--- src/rtl/gpu_pkg.sv ---
// Shared GPU definitions: command field widths, SPI receiver state encoding,
// the host status byte layout and the opcode map used by the core decoder.
package gpu_pkg;

    localparam int OP_W    = 8;
    localparam int DATA_W  = 16;
    localparam int FRAME_W = OP_W + DATA_W;

    typedef enum logic [1:0] {
        IDLE  = 2'd0,
        SHIFT = 2'd1,
        HOLD  = 2'd2
    } spi_state_t;

    typedef struct packed {
        logic       ovf;
        logic       abort;
        logic [1:0] rsvd;
        logic [3:0] frame_cnt;
    } status_t;

    localparam logic [OP_W-1:0] OP_NOP        = 8'h00;
    localparam logic [OP_W-1:0] OP_SET_REG    = 8'h01;
    localparam logic [OP_W-1:0] OP_SET_COLOR  = 8'h02;
    localparam logic [OP_W-1:0] OP_MOVE_TO    = 8'h10;
    localparam logic [OP_W-1:0] OP_LINE_TO    = 8'h11;
    localparam logic [OP_W-1:0] OP_FILL_RECT  = 8'h20;
    localparam logic [OP_W-1:0] OP_CLEAR      = 8'h30;
    localparam logic [OP_W-1:0] OP_SWAP       = 8'h40;

endpackage

--- src/rtl/sync_ff.sv ---
// Single-bit multi-flop synchronizer for asynchronous pin inputs, with a
// selectable reset value so idle-high signals come out of reset inactive.
module sync_ff #(
    parameter int   STAGES    = 2,
    parameter logic RESET_VAL = 1'b0
) (
    input  logic clk,
    input  logic rst_n,
    input  logic d,
    output logic q
);

    logic [STAGES-1:0] chain;

    always_ff @(posedge clk or negedge rst_n) begin
        if (!rst_n) begin
            chain <= {STAGES{RESET_VAL}};
        end else begin
            chain <= {chain[STAGES-2:0], d};
        end
    end

    assign q = chain[STAGES-1];

endmodule

--- src/rtl/spi_cmd_rx.sv ---
// Mode-0 SPI command receiver: oversampled pins, 24-bit frame capture into a
// one-entry valid/ready slot, and a status byte returned to the host on MISO.
module spi_cmd_rx #(
    parameter int OP_W        = 8,
    parameter int DATA_W      = 16,
    parameter int SYNC_STAGES = 2
) (
    input  logic              clk,
    input  logic              rst_n,
    input  logic              spi_sclk,
    input  logic              spi_cs_n,
    input  logic              spi_mosi,
    output logic              spi_miso,
    output logic              spi_miso_oe,
    output logic              cmd_valid,
    input  logic              cmd_ready,
    output logic [OP_W-1:0]   cmd_op,
    output logic [DATA_W-1:0] cmd_data
);

    import gpu_pkg::*;

    localparam int FRAME_BITS = OP_W + DATA_W;
    localparam int CNT_W      = $clog2(FRAME_BITS + 1);

    logic sclk_s, cs_n_s, mosi_s;
    logic sclk_d, cs_n_d;
    logic sclk_rise, sclk_fall, cs_fall, cs_rise;

    spi_state_t state_q, state_d;
    logic frame_start, frame_done, frame_abort, slot_load;

    logic [CNT_W-1:0]      bit_cnt;
    logic [FRAME_BITS-1:0] shift_q, shift_next;
    logic [7:0]            miso_sr;
    logic                  ovf_q, abort_q;
    logic [3:0]            frame_cnt_q;
    status_t               status_snap;

    sync_ff #(.STAGES(SYNC_STAGES), .RESET_VAL(1'b0)) u_sync_sclk (
        .clk(clk), .rst_n(rst_n), .d(spi_sclk), .q(sclk_s)
    );
    sync_ff #(.STAGES(SYNC_STAGES), .RESET_VAL(1'b1)) u_sync_cs_n (
        .clk(clk), .rst_n(rst_n), .d(spi_cs_n), .q(cs_n_s)
    );
    sync_ff #(.STAGES(SYNC_STAGES), .RESET_VAL(1'b0)) u_sync_mosi (
        .clk(clk), .rst_n(rst_n), .d(spi_mosi), .q(mosi_s)
    );

    always_ff @(posedge clk or negedge rst_n) begin
        if (!rst_n) begin
            sclk_d <= 1'b0;
            cs_n_d <= 1'b1;
        end else begin
            sclk_d <= sclk_s;
            cs_n_d <= cs_n_s;
        end
    end

    assign sclk_rise  = sclk_s & ~sclk_d;
    assign sclk_fall  = ~sclk_s & sclk_d;
    assign cs_fall    = ~cs_n_s & cs_n_d;
    assign cs_rise    = cs_n_s & ~cs_n_d;
    assign shift_next = {shift_q[FRAME_BITS-2:0], mosi_s};

    always_ff @(posedge clk or negedge rst_n) begin
        if (!rst_n) begin
            state_q <= IDLE;
        end else begin
            state_q <= state_d;
        end
    end

    always_comb begin
        state_d     = state_q;
        frame_start = 1'b0;
        frame_done  = 1'b0;
        frame_abort = 1'b0;
        case (state_q)
            IDLE: begin
                if (cs_fall) begin
                    state_d     = SHIFT;
                    frame_start = 1'b1;
                end
            end
            SHIFT: begin
                if (cs_rise) begin
                    state_d     = IDLE;
                    frame_abort = 1'b1;
                end else if (sclk_rise && bit_cnt == CNT_W'(FRAME_BITS - 1)) begin
                    state_d    = HOLD;
                    frame_done = 1'b1;
                end
            end
            HOLD: begin
                if (cs_rise) begin
                    state_d = IDLE;
                end
            end
            default: state_d = IDLE;
        endcase
    end

    // A completed frame may take the slot when it is empty or being drained this cycle.
    assign slot_load   = frame_done && (!cmd_valid || cmd_ready);
    assign status_snap = '{ovf: ovf_q, abort: abort_q, rsvd: 2'b00, frame_cnt: frame_cnt_q};

    always_ff @(posedge clk or negedge rst_n) begin
        if (!rst_n) begin
            bit_cnt     <= '0;
            shift_q     <= '0;
            miso_sr     <= '0;
            ovf_q       <= 1'b0;
            abort_q     <= 1'b0;
            frame_cnt_q <= 4'd0;
            cmd_valid   <= 1'b0;
            cmd_op      <= '0;
            cmd_data    <= '0;
        end else begin
            if (frame_start) begin
                bit_cnt <= '0;
            end else if (state_q == SHIFT && sclk_rise) begin
                shift_q <= shift_next;
                bit_cnt <= bit_cnt + 1'b1;
            end

            // Zero fill means MISO goes quiet on its own once the status byte is out.
            if (frame_start) begin
                miso_sr <= status_snap;
            end else if (cs_rise) begin
                miso_sr <= '0;
            end else if (state_q != IDLE && sclk_fall) begin
                miso_sr <= {miso_sr[6:0], 1'b0};
            end

            if (frame_start) begin
                ovf_q   <= 1'b0;
                abort_q <= 1'b0;
            end else begin
                if (frame_abort) begin
                    abort_q <= 1'b1;
                end
                if (frame_done && !slot_load) begin
                    ovf_q <= 1'b1;
                end
            end

            if (slot_load) begin
                cmd_valid   <= 1'b1;
                cmd_op      <= shift_next[FRAME_BITS-1 -: OP_W];
                cmd_data    <= shift_next[DATA_W-1:0];
                frame_cnt_q <= frame_cnt_q + 4'd1;
            end else if (cmd_valid && cmd_ready) begin
                cmd_valid <= 1'b0;
            end
        end
    end

    assign spi_miso    = miso_sr[7];
    assign spi_miso_oe = ~cs_n_s;

endmodule

--- config.mk ---
export PLATFORM = sky130hd
export DESIGN_NAME = spi_cmd_rx
export DESIGN_NICKNAME = d
export VERILOG_FILES = /design/src/rtl/gpu_pkg.sv /design/src/rtl/sync_ff.sv /design/src/rtl/spi_cmd_rx.sv
export SDC_FILE = /design/constraint.sdc
export NUM_CORES = 1
export LEC_CHECK = 0
export BUFFER_PORTS_ARGS = -buffer_cell sky130_fd_sc_hd__buf_2
export CAP_MARGIN = 25
export CORE_ASPECT_RATIO = 0.9
export CORE_MARGIN = 2
export CORE_UTILIZATION = 40
export CTS_CLUSTER_SIZE = 8
export DETAILED_ROUTE_END_ITERATION = 6
export GPL_TIMING_DRIVEN = 1
export PLACE_DENSITY_LB_ADDON = 0.25
export SETUP_SLACK_MARGIN = 0.2
export SYNTH_ARGS = -nofsm -noshare
export SYNTH_HDL_FRONTEND = slang
export SYNTH_HIERARCHICAL = 1
export SYNTH_SLANG_ARGS = --single-unit
--- constraint.sdc ---
create_clock -name clk -period 3.71 [get_ports clk]
set_input_delay 0.371 -clock clk [delete_from_list [all_inputs] [get_ports clk]]
set_output_delay 0.371 -clock clk [all_outputs]
set_load 0.05 [all_outputs]
Yosys cells after proc, flatten, opt, wreduce, memory -nomap -nowiden
Cells that the tools add are included. Widths: inputs -> output; s select.

Word-level logic and storage cells: 73. Register bits after elaboration: 77. Input port bits: 6. Output and inout bits: 27.

Equality and inequality tests: 6. Mux-type cells: 23. $add $sub $neg: 2. Reductions and logical operators: 18. Bitwise gates (word level): 9.

Operators by type and width (number): $mux 8 (3); $mux 1 (13); $mux 5 (2); $reduce_bool 2->1 (5); $mux 2 (4); $logic_and 1x1->1 (6); $pmux 2 s3 (1); $add 5x1->5 const B (1); $eq 5x5->1 const B (1); $not 1->1 (5); $add 4x1->4 const B (1); $and 1x1->1 (4); $ne 2x2->1 const B (2); $ne 3x3->1 const B (1); $reduce_and 3->1 (1); $reduce_bool 3->1 (1); $eq 2x1->1 const B (1); $eq 2x2->1 const B (1); $logic_not 1->1 (2); $logic_not 2->1 (1); $reduce_and 2->1 (1); $logic_or 1x1->1 (1).

Depth between registers and ports, before layout
Gate-level depths: netlist of the first run.

Word-level depth: 11. Gate-level depth with buffers: 7. Gate-level depth less buffers: 4.

Hierarchy
Netlist of the first run, hierarchy kept.

By module, submodules not included: spi_cmd_rx (instances 1, area an instance 2945.3 um^2, cells an instance 200); sync_ff at u_sync_mosi ... (instances 2, area an instance 50.0 um^2, cells an instance 2); sync_ff at u_sync_cs_n (instances 1, area an instance 52.6 um^2, cells an instance 2).

Least setup slack after synthesis of the first run
No wires, ideal clock.

Path type: register to register. From: register sclk_d. To: register cmd_data[10]. Stages on the path, launching flop included: 8. Clock period less this slack: 1.805 ns. Arrival time: 1.679 ns. Required time: 3.585 ns. Buffers on the path: 3. Setup slack: 1.905 ns. Path through: dfrtp_1 > nor4bb_2 > and3_1 > buf_4 > and3_4 > buf_12 > buf_12 > mux2_4.

Cells in the longest elaborated chain, start to end: 7.

RTL lines: start, declared (line spi_cmd_rx.sv:27) `logic sclk_d, cs_n_d;`; start signal, assigned (line spi_cmd_rx.sv:55) `sclk_d <= sclk_s;`; $not 1->1 (line spi_cmd_rx.sv:60) `assign sclk_rise = sclk_s & ~sclk_d;`; $and 1x1->1 (line spi_cmd_rx.sv:60); $logic_and 1x1->1 (line spi_cmd_rx.sv:90) `end else if (sclk_rise && bit_cnt == CNT_W'(FRAME_BITS - 1)) begin`; $mux 1 (line spi_cmd_rx.sv:90); $mux 1 (line spi_cmd_rx.sv:87) `if (cs_rise) begin`; $mux 1 (line spi_cmd_rx.sv:79) `case (state_q)`; $logic_and 1x1->1 (line spi_cmd_rx.sv:105) `assign slot_load = frame_done && (!cmd_valid || cmd_ready);`; end signal, assigned (line spi_cmd_rx.sv:151) `cmd_data <= shift_next[DATA_W-1:0];`; end, declared (line spi_cmd_rx.sv:18) `output logic [DATA_W-1:0] cmd_data`.

No other way between the ends. A chain may end at the register's enable or synchronous reset.

Worst setup path after layout of the first run
From: register sclk_d. To: register cmd_data[3].

Same word-level chain as after synthesis.

==> key figures, run 1 <==
Run status
  • Status: finished, final reports clean

Hold path
  • Worst Hold Path Cells: 1
  • Hold Path Class: input pin to flop

CTS
  • Post-CTS Repair Setup Buffers: 0
  • Clk buf depth: 2
  • Clk_lat worst skew: 0.34 ns
  • Clk Tree Root Cell: clkbuf_8
  • Post-CTS sizing: 0
  • CTS sink count: between 70 and 80
  • Hold_buf cts: 0
  • TritonCTS clock tree: yes
  • H-tree levels: 3
  • CTS Buf Count: 9
  • Reg clk slew, reported paths: 0.07 ns

Timing
  • Fin. max-slew vios: 0
  • Fmax: 471.8 MHz
  • Hold_ws: about 0.13 ns
  • Fin. Hold Viols: 0
  • Final TNS setup: 0 ns
  • Worst-margin pin slew: about 0.70 ns
  • Fin crit share: between 50 and 60%
  • Worst slew margin: 53.12%
  • RSZ-0062 raised after global routing: false
  • Finish-stage setup viols: 0
  • Final min period: 2.120 ns
  • Skew final: 0.009370 ns

Route
  • DR iter-0 viols: 83
  • Post-DR wirelength/cell: 13.65 microns
  • Total Wirelength: 4696 microns
  • Via/cell ratio: 4.916
  • Pre-antenna DRT Iters: 4
  • Post-route DRC: 0
  • Vias post-DR: 1691
  • Routed Antenna Nets: 0

Yosys
  • Post-Synth Simple-Gate Area: a little under 8%
  • Share of the yosys chip area belonging to registers: 62.32%
  • Post-synth top cells: 74 x dfrtp_1, 29 x mux2_2, 19 x mux2_4
  • Ys flop type: dfrtp_1
  • Top-count cell post-synth: dfrtp_1
  • Largest cells by area after synthesis: dfrtp_1 60%, mux2_2 11%, mux2_4 9.2%
  • Cell Area, Synth: between 0.003 and 0.004 sq mm
  • Seq cells post-synth: 77
  • Largest family of logic cells by synthesized area: multiplexers
  • Post-synth cell types: 33
  • Synth Instances: just over 200
  • Synth top area share: 59.77%
  • Adder-cell share of the synthesized area: 0.8078%
  • Number of synthesized flops with an enable pin: 0
  • Synth Area per Inst: 15.04 sq um
  • XOR/XNOR Fraction of Synth Area: 1.696%
  • FFs w/ async S/R, synth: between 90% and 100%
  • Complex-gate fraction of the synthesized area: 3.473%
  • Syn_nets: 214
  • Multiplexer share of the synthesized area: between 20% and 30%
  • Largest area contributor in the netlist: dfrtp_1
  • Ys Warns: 6

GRT
  • Largest net degree at the start of global routing: 78
  • GRT overflow: 0
  • Initial antenna violation count: 0
  • First-pass GRT wire length: about 8300 microns
  • Vias in the first global route: 1651
  • Gr usage total: between 10 and 15%

Worst setup path
  • Worst EP required: 3.94 ns
  • FF-to-FF path depth: 4
  • CP Capture Type: flop
  • CP Class: flop to flop
  • CP startpoint kind: flop
  • CP peak stage delay: between 0.5 and 0.6 ns
  • Worst-path cell chain: nor4bb_2 -> and3_1 -> and3_4 -> mux2_2
  • Max stage delay cell, worst path: and3_4
  • Crit path max fanout: 26
  • Data arrival, critical path: 2.34 ns

Finish
  • Layout cells sized above 1: 42.74%
  • Ant. Diodes: 0
  • Layout Cells excl Fill: between 300 and 400
  • Design Area, Final: 0.003537 sq mm
  • Nets@finish: between 200 and 300
  • Layout area overhead: 14.18%

Power
  • Internal power: approximately 1.3 mW
  • Reg power frac: around 56%
  • Pleak: between 1.5 and 2 nW
  • Maximum VDD drop: 0.2167 mV
  • Final Power: 1.734 mW
  • Sw Ratio: 25.00%
  • Combinational power share: 9.2%
  • Sw power: 0.4336 mW
  • Power density cells: 490.3 mW/mm^2
  • Part of the power in the clock network: between 30% and 40%

Placed design
  • Gpl congestion: 0.7162
  • Placed inst area: 0.003316 sq mm
  • Hpwl dp: approximately 2900 microns
  • Dpl cells: 326
  • IO Port Bufs: 32

Die
  • I/O pin count: 33
  • Chip Height: 87.49 microns
  • CORE AREA: between 0.007 and 0.008 sq mm
  • Rows: 30
  • Die ar.: around 0.0085 sq mm
  • Starting Density: 41.06%
  • Width of the die: 96.77 microns

Flow run
  • Max Cap Violations: 0
## sequential cells by signal, indices dropped and copies added, names as in the netlist
signal and flops:
abort_q 1, bit_cnt 5, cmd_data 16, cmd_op 8
cmd_valid 1, cs_n_d 1, frame_cnt_q 4, miso_sr 8
ovf_q 1, sclk_d 1, shift_q 23, state_q 2
u_sync_cs_n/chain 2, u_sync_mosi/chain 2, u_sync_sclk/chain 2
## per-stage QoR
stage	utilization (%)	setup WS (ns)
CTS	46.48	1.589
finish	46.88	1.590
floorplan	-	1.905
global route	46.88	1.428
global placement	43.95	1.639
detailed placement	43.95	1.592
## layout by cell type (no fill, tap or decap), drive strengths merged, types with 4 or more instances in the layout
cell type / instances
dfrtp: 74
a2bb2oi: 5
mux2: 48
nor2: 10
nand4: 4
nand2: 12
clkbuf: 10
buf: 35
o21ai: 7
## metal layers
| metal | routed length (microns) | track usage, % | vias up |
|---|---|---|---|
| met3 | 190 | 4.494 | 6 |
| met1 | 2328 | 17.30 | 854 |
| li1 | - | - | 800 |
| met2 | 2098 | 17.87 | 31 |
| met5 | 0 | 0 | - |
| met4 | 78 | 4.994 | 0 |
## cell type report
class	instances	area, sq um
Clock buffer	10	127.6
Clock inverter	6	63.81
Fill cell	694	4008
Inverter	1	3.754
Multi-Input combinational cell	118	1084
Sequential cell	77	1931
Tap cell	96	120.1
Timing Repair Buffer	36	207.7
## power by group through the flow
stage | clock network (mW) | logic [mW] | registers [mW]
floorplan | 0 | 0.111 | 0.971
global placement | 0 | 0.155 | 0.979
detailed placement | 0 | 0.161 | 0.980
CTS | 0.632 | 0.160 | 0.965
global route | 0.677 | 0.179 | 0.978
finish | 0.611 | 0.159 | 0.964
## worst max-delay path: cells and delay by family (launching register included)
kind	cells	cell delay, ns
AND/OR/NAND/NOR	3	1.17
flip-flops	1	0.42
multiplexers	1	0.39
## worst paths after layout
path | slack, ns | endpoint | from
worst max-delay path | 1.59 | cmd_data[3]$_DFFE_PN0P_ | sclk_d$_DFF_PN0_
worst min-delay path | 0.13 | u_sync_cs_n/chain[0]$_DFF_PN1_ | spi_cs_n
worst max register to register | 1.59 | cmd_data[3]$_DFFE_PN0P_ | sclk_d$_DFF_PN0_
worst min register to register | 0.35 | u_sync_mosi/chain[1]$_DFF_PN0_ | u_sync_mosi/chain[0]$_DFF_PN0_
max in group asynchronous | 2.58 | cs_n_d$_DFF_PN1_ | rst_n
min in group asynchronous | 0.52 | cmd_valid$_DFFE_PN0P_ | rst_n
## kinds of logic after synthesis
group           Yosys count
flops                    77
xor+xnor                  6
simple gates             43
mux                      51
fa+ha+maj                 2
compound gates           16
buf+inv                  11
No activity file was read; power rests on OpenSTA's default activity.
==> run 2, diff against run 1 <==
--- a/config.mk
+++ b/config.mk
@@ -5,6 +5,7 @@
 export SDC_FILE = /design/constraint.sdc
 export NUM_CORES = 1
 export LEC_CHECK = 0
+export ABC_AREA = 1
 export BUFFER_PORTS_ARGS = -buffer_cell sky130_fd_sc_hd__buf_2
 export CAP_MARGIN = 25
 export CORE_ASPECT_RATIO = 0.9
==> constraint.sdc (replaced) <==
create_clock -name clk -period 2 [get_ports clk]
set_input_delay 0.2 -clock clk [delete_from_list [all_inputs] [get_ports clk]]
set_output_delay 0.2 -clock clk [all_outputs]
set_load 0.05 [all_outputs]
==> run 2 against run 1 <==
  * Register-to-register slack lost 1.2 ns
  * Synthesized area grew 3.0%
  * Sequential cell count is the same
  * Die area grew 2.9%
  * Via count grew 46%
  * Setup slack lost 1.2 ns
  * Critical path type unchanged
  * Combinational power grew 91%
  * Largest cell class unchanged
  * Sequential share of layout area shrank 2.8 points
  * Highest routed layer unchanged
==> key figures, run 2 <==
Run status
  • Status: finished, final reports clean (unchanged)

Finish
  • Design Area, Final: 0.003729 sq mm (was 0.003537 sq mm)
  • Max reg flops: 23 (unchanged)
  • Layout cells sized above 1: 16.38% (was 42.74%)
  • Most frequent cells in the layout: 173 x nand2_1, 74 x dfrtp_1, 31 x nand4_1, 31 x buf_2, 15 x inv_1 (was 74 x dfrtp_1, 31 x buf_2, 29 x mux2_2)
  • Fillcell total: 737 (was 694)
  • Commonest non-fill, non-tap cell in the layout: nand2_1 (was dfrtp_1)
  • Area of the multi-input gates: 0.001106 sq mm (was 0.001084 sq mm)
  • Ant. Diodes: 0 (unchanged)
  • Reg with most FFs: shift_q (unchanged)
  • Fin util: 48.69% (was 46.88%)
  • Nets@finish: 406 (was 251)
  • Layout Cells excl Fill: 499 (was 344)
  • Register area: 0.001931 sq mm (unchanged)
  • Layout area overhead: 16.86% (was 14.18%)
  • Largest registers: shift_q x23, cmd_data x16 (unchanged)

Die
  • Width of the die: 98.14 microns (was 96.77 microns)
  • Starting Density: 41.67% (was 41.06%)
  • Rows: 30 (unchanged)
  • CORE AREA: 0.007657 sq mm (was 0.007545 sq mm)
  • Chip Height: 88.73 microns (was 87.49 microns)
  • Die ar.: 0.008707 sq mm (was 0.008466 sq mm)
  • I/O pin count: 33 (unchanged)

Yosys
  • Ys flop type: dfrtp_1 (unchanged)
  • Largest cells by area after synthesis: dfrtp_1 58%, nand2_1 20%, nand4_1 6.1% (was dfrtp_1 60%, mux2_2 11%, mux2_4 9.2%)
  • Ys Warns: 6 (unchanged)
  • Post-synth top cells: 173 x nand2_1, 74 x dfrtp_1, 31 x nand4_1 (was 74 x dfrtp_1, 29 x mux2_2, 19 x mux2_4)
  • Post-synth cell types: 23 (was 33)
  • Share of the yosys chip area belonging to registers: 60.51% (was 62.32%)
  • FFs w/ async S/R, synth: 100.0% (unchanged)
  • Syn_nets: 366 (was 214)
  • Synth top area share: 58.04% (was 59.77%)
  • Cell Area, Synth: 0.003191 sq mm (was 0.003098 sq mm)
  • Top-count cell post-synth: nand2_1 (was dfrtp_1)
  • Synth Instances: 358 (was 206)
  • Largest area contributor in the netlist: dfrtp_1 (unchanged)
  • Number of synthesized flops with an enable pin: 0 (unchanged)
  • Synth Area per Inst: 8.912 sq um (was 15.04 sq um)
  • Seq cells post-synth: 77 (unchanged)

CTS
  • TritonCTS clock tree: yes (unchanged)
  • Clk Tree Root Cell: clkbuf_8 (unchanged)
  • Clk_lat worst skew: 0.34 ns (about the same)
  • CTS sink count: 77 (unchanged)
  • CTS Buf Count: 9 (unchanged)
  • Clk buf depth: 2 (unchanged)
  • Reg clk slew, reported paths: 0.07 ns (about the same)
  • H-tree levels: 3 (unchanged)

Route
  • Post-DR wirelength/cell: 12.92 microns (was 13.65 microns)
  • Via/cell ratio: 4.956 (was 4.916)
  • Pre-antenna DRT Iters: 5 (was 4)
  • Met1 WL: 3019 microns (was 2328 microns)
  • Routed Antenna Nets: 0 (unchanged)
  • Met2 WL: 3068 microns (was 2098 microns)
  • Post-route DRC: 0 (unchanged)
  • Vias post-DR: 2473 (was 1691)
  • Total Wirelength: 6445 microns (was 4696 microns)
  • DR iter-0 viols: 178 (was 83)
  • Top sig layer: met4 (unchanged)
  • DR WL met3: 305 microns (was 190 microns)

GRT
  • First-pass GRT wire length: 10990 microns (was 8293 microns)
  • Initial antenna violation count: 0 (unchanged)
  • Vias in the first global route: 2383 (was 1651)
  • GRT overflow: 0 (unchanged)
  • Gr usage total: 16.05% (was 12.46%)
  • Largest net degree at the start of global routing: 49 (was 78)

Worst setup path
  • Critical path origin: bit_cnt[0]$_DFFE_PN0P_ (was sclk_d$_DFF_PN0_)
  • Worst reg-to-reg setup slack: 0.41 ns (was 1.59 ns)
  • Data arrival, critical path: 1.82 ns (was 2.34 ns)
  • Crit path to: cmd_data[7]$_DFFE_PN0P_ (was cmd_data[3]$_DFFE_PN0P_)
  • Worst EP required: 2.23 ns (was 3.94 ns)
  • CP Class: flop to flop (unchanged)
  • CP startpoint kind: flop (unchanged)
  • FF-to-FF path depth: 6 (was 4)
  • R2r startpoint: bit_cnt[0]$_DFFE_PN0P_ (was sclk_d$_DFF_PN0_)
  • RR Endpoint: cmd_data[7]$_DFFE_PN0P_ (was cmd_data[3]$_DFFE_PN0P_)
  • Crit path max fanout: 28 (was 26)
  • CP Capture Type: flop (unchanged)

Power
  • Final Power: 3.351 mW (was 1.734 mW)
  • Pleak: 2.107 nW (was 1.769 nW)
  • Power density cells: 898.6 mW/mm^2 (was 490.3 mW/mm^2)
  • Maximum VDD drop: 0.5848 mV (was 0.2167 mV)

Timing
  • Skew final: 0.005871 ns (was 0.009370 ns)
  • Final min period: 1.589 ns (was 2.120 ns)
  • Fmax: 629.3 MHz (was 471.8 MHz)
  • Fin. Hold Viols: 0 (unchanged)
  • Worst slew margin: 49.26% (was 53.12%)
  • Fin. max-slew vios: 0 (unchanged)
  • RSZ-0062 raised after global routing: false (unchanged)
  • Final setup margin: 0.4110 ns (was 1.590 ns)
  • Worst-margin pin slew: 0.7603 ns (was 0.7021 ns)
  • Finish-stage setup viols: 0 (unchanged)
  • Hold_ws: 0.1483 ns (was 0.1261 ns)
  • Final TNS setup: 0 ns (unchanged)
  • Fin crit share: 79.45% (was 57.14%)

Placed design
  • Hpwl dp: 3959 microns (was 2947 microns)
  • Gpl congestion: 0.7744 (was 0.7162)
  • Dpl cells: 477 (was 326)
  • Dpl ws: 0.007194 ns (was 1.592 ns)
  • IO Port Bufs: 32 (unchanged)
  • Placed inst area: 0.003447 sq mm (was 0.003316 sq mm)

Flow run
  • Max Cap Violations: 0 (unchanged)

Hold path
  • Hold Path Class: input pin to flop (unchanged)
[run 2: cell count changes after synthesis, sizes merged, moves of 8 or more]
cell   previous run  this run
nand4             4        31
inv               1        16
nand2            12       173
mux2             48         0
buf               8        16
nand3             1        15
[run 2: how the worst min path moves through the flow]
stage / from / end / slack [ns] / cells past startpoint
6_report: cmd_ready / ovf_q$_DFFE_PN0P_ / 0.15 / 4
5_1_grt: cmd_ready / ovf_q$_DFFE_PN0P_ / 0.15 / 4
4_1_cts: cmd_ready / ovf_q$_DFFE_PN0P_ / 0.13 / 4
3_5_place_dp: rst_n / miso_sr[7]$_DFFE_PN0P_ / 0.16 / 1
3_3_place_gp: rst_n / miso_sr[7]$_DFFE_PN0P_ / 0.16 / 1
2_1_floorplan: rst_n / abort_q$_DFFE_PN0P_ / -0.1 / 0
[run 2: metal layers]
| layer | vias to the layer above | global-route usage (%) |
|---|---|---|
| li1 | 1227 | - |
| met1 | 1190 | 20.81 |
| met2 | 52 | 26.21 |
| met3 | 4 | 5.213 |
| met4 | 0 | 4.732 |
| met5 | - | 0 |
[run 2: power by group]
group	switching, mW	internal, mW
sequential	0.0862	1.67
clock	0.528	0.767
combinational	0.208	0.0955
[run 2: timing repair]
item / 4_1_cts / 5_1_grt
hold buffers: 4 / 0
hold endpoints to repair: 29 / 0
setup endpoints to repair: 28 / 6
setup buffers: 1 / 0
cloned: 1 / 0
gates resized for setup: 0 / 1
pin swaps: 1 / 0
[run 2: kinds of logic after synthesis]
group	count (synthesis)	share of synthesized area (%)
buffers and inverters	34	5.098
AND/OR/NAND/NOR	233	31.41
XOR/XNOR	2	0.5491
adder cells (fa/ha/maj)	2	0.7842
AO/OA/AOI/OAI	10	1.647
flip-flops	77	60.51
[run 2: layout make-up]
cell class / instances / area share, %
Clock buffer: 12 / 4.161
Clock inverter: 4 / 1.879
Inverter: 17 / 1.711
Multi-Input combinational cell: 248 / 29.66
Sequential cell: 77 / 51.78
Tap cell: 96 / 3.221
Timing Repair Buffer: 45 / 7.584
[run 2: critical path, cell delays in order (launching register included)]
cell and delay, ns:
dfrtp_1 0.39, ha_1 0.26, nand3_1 0.16, nor2_4 0.18
nand3_4 0.28, nand2_1 0.14, nand2_1 0.06
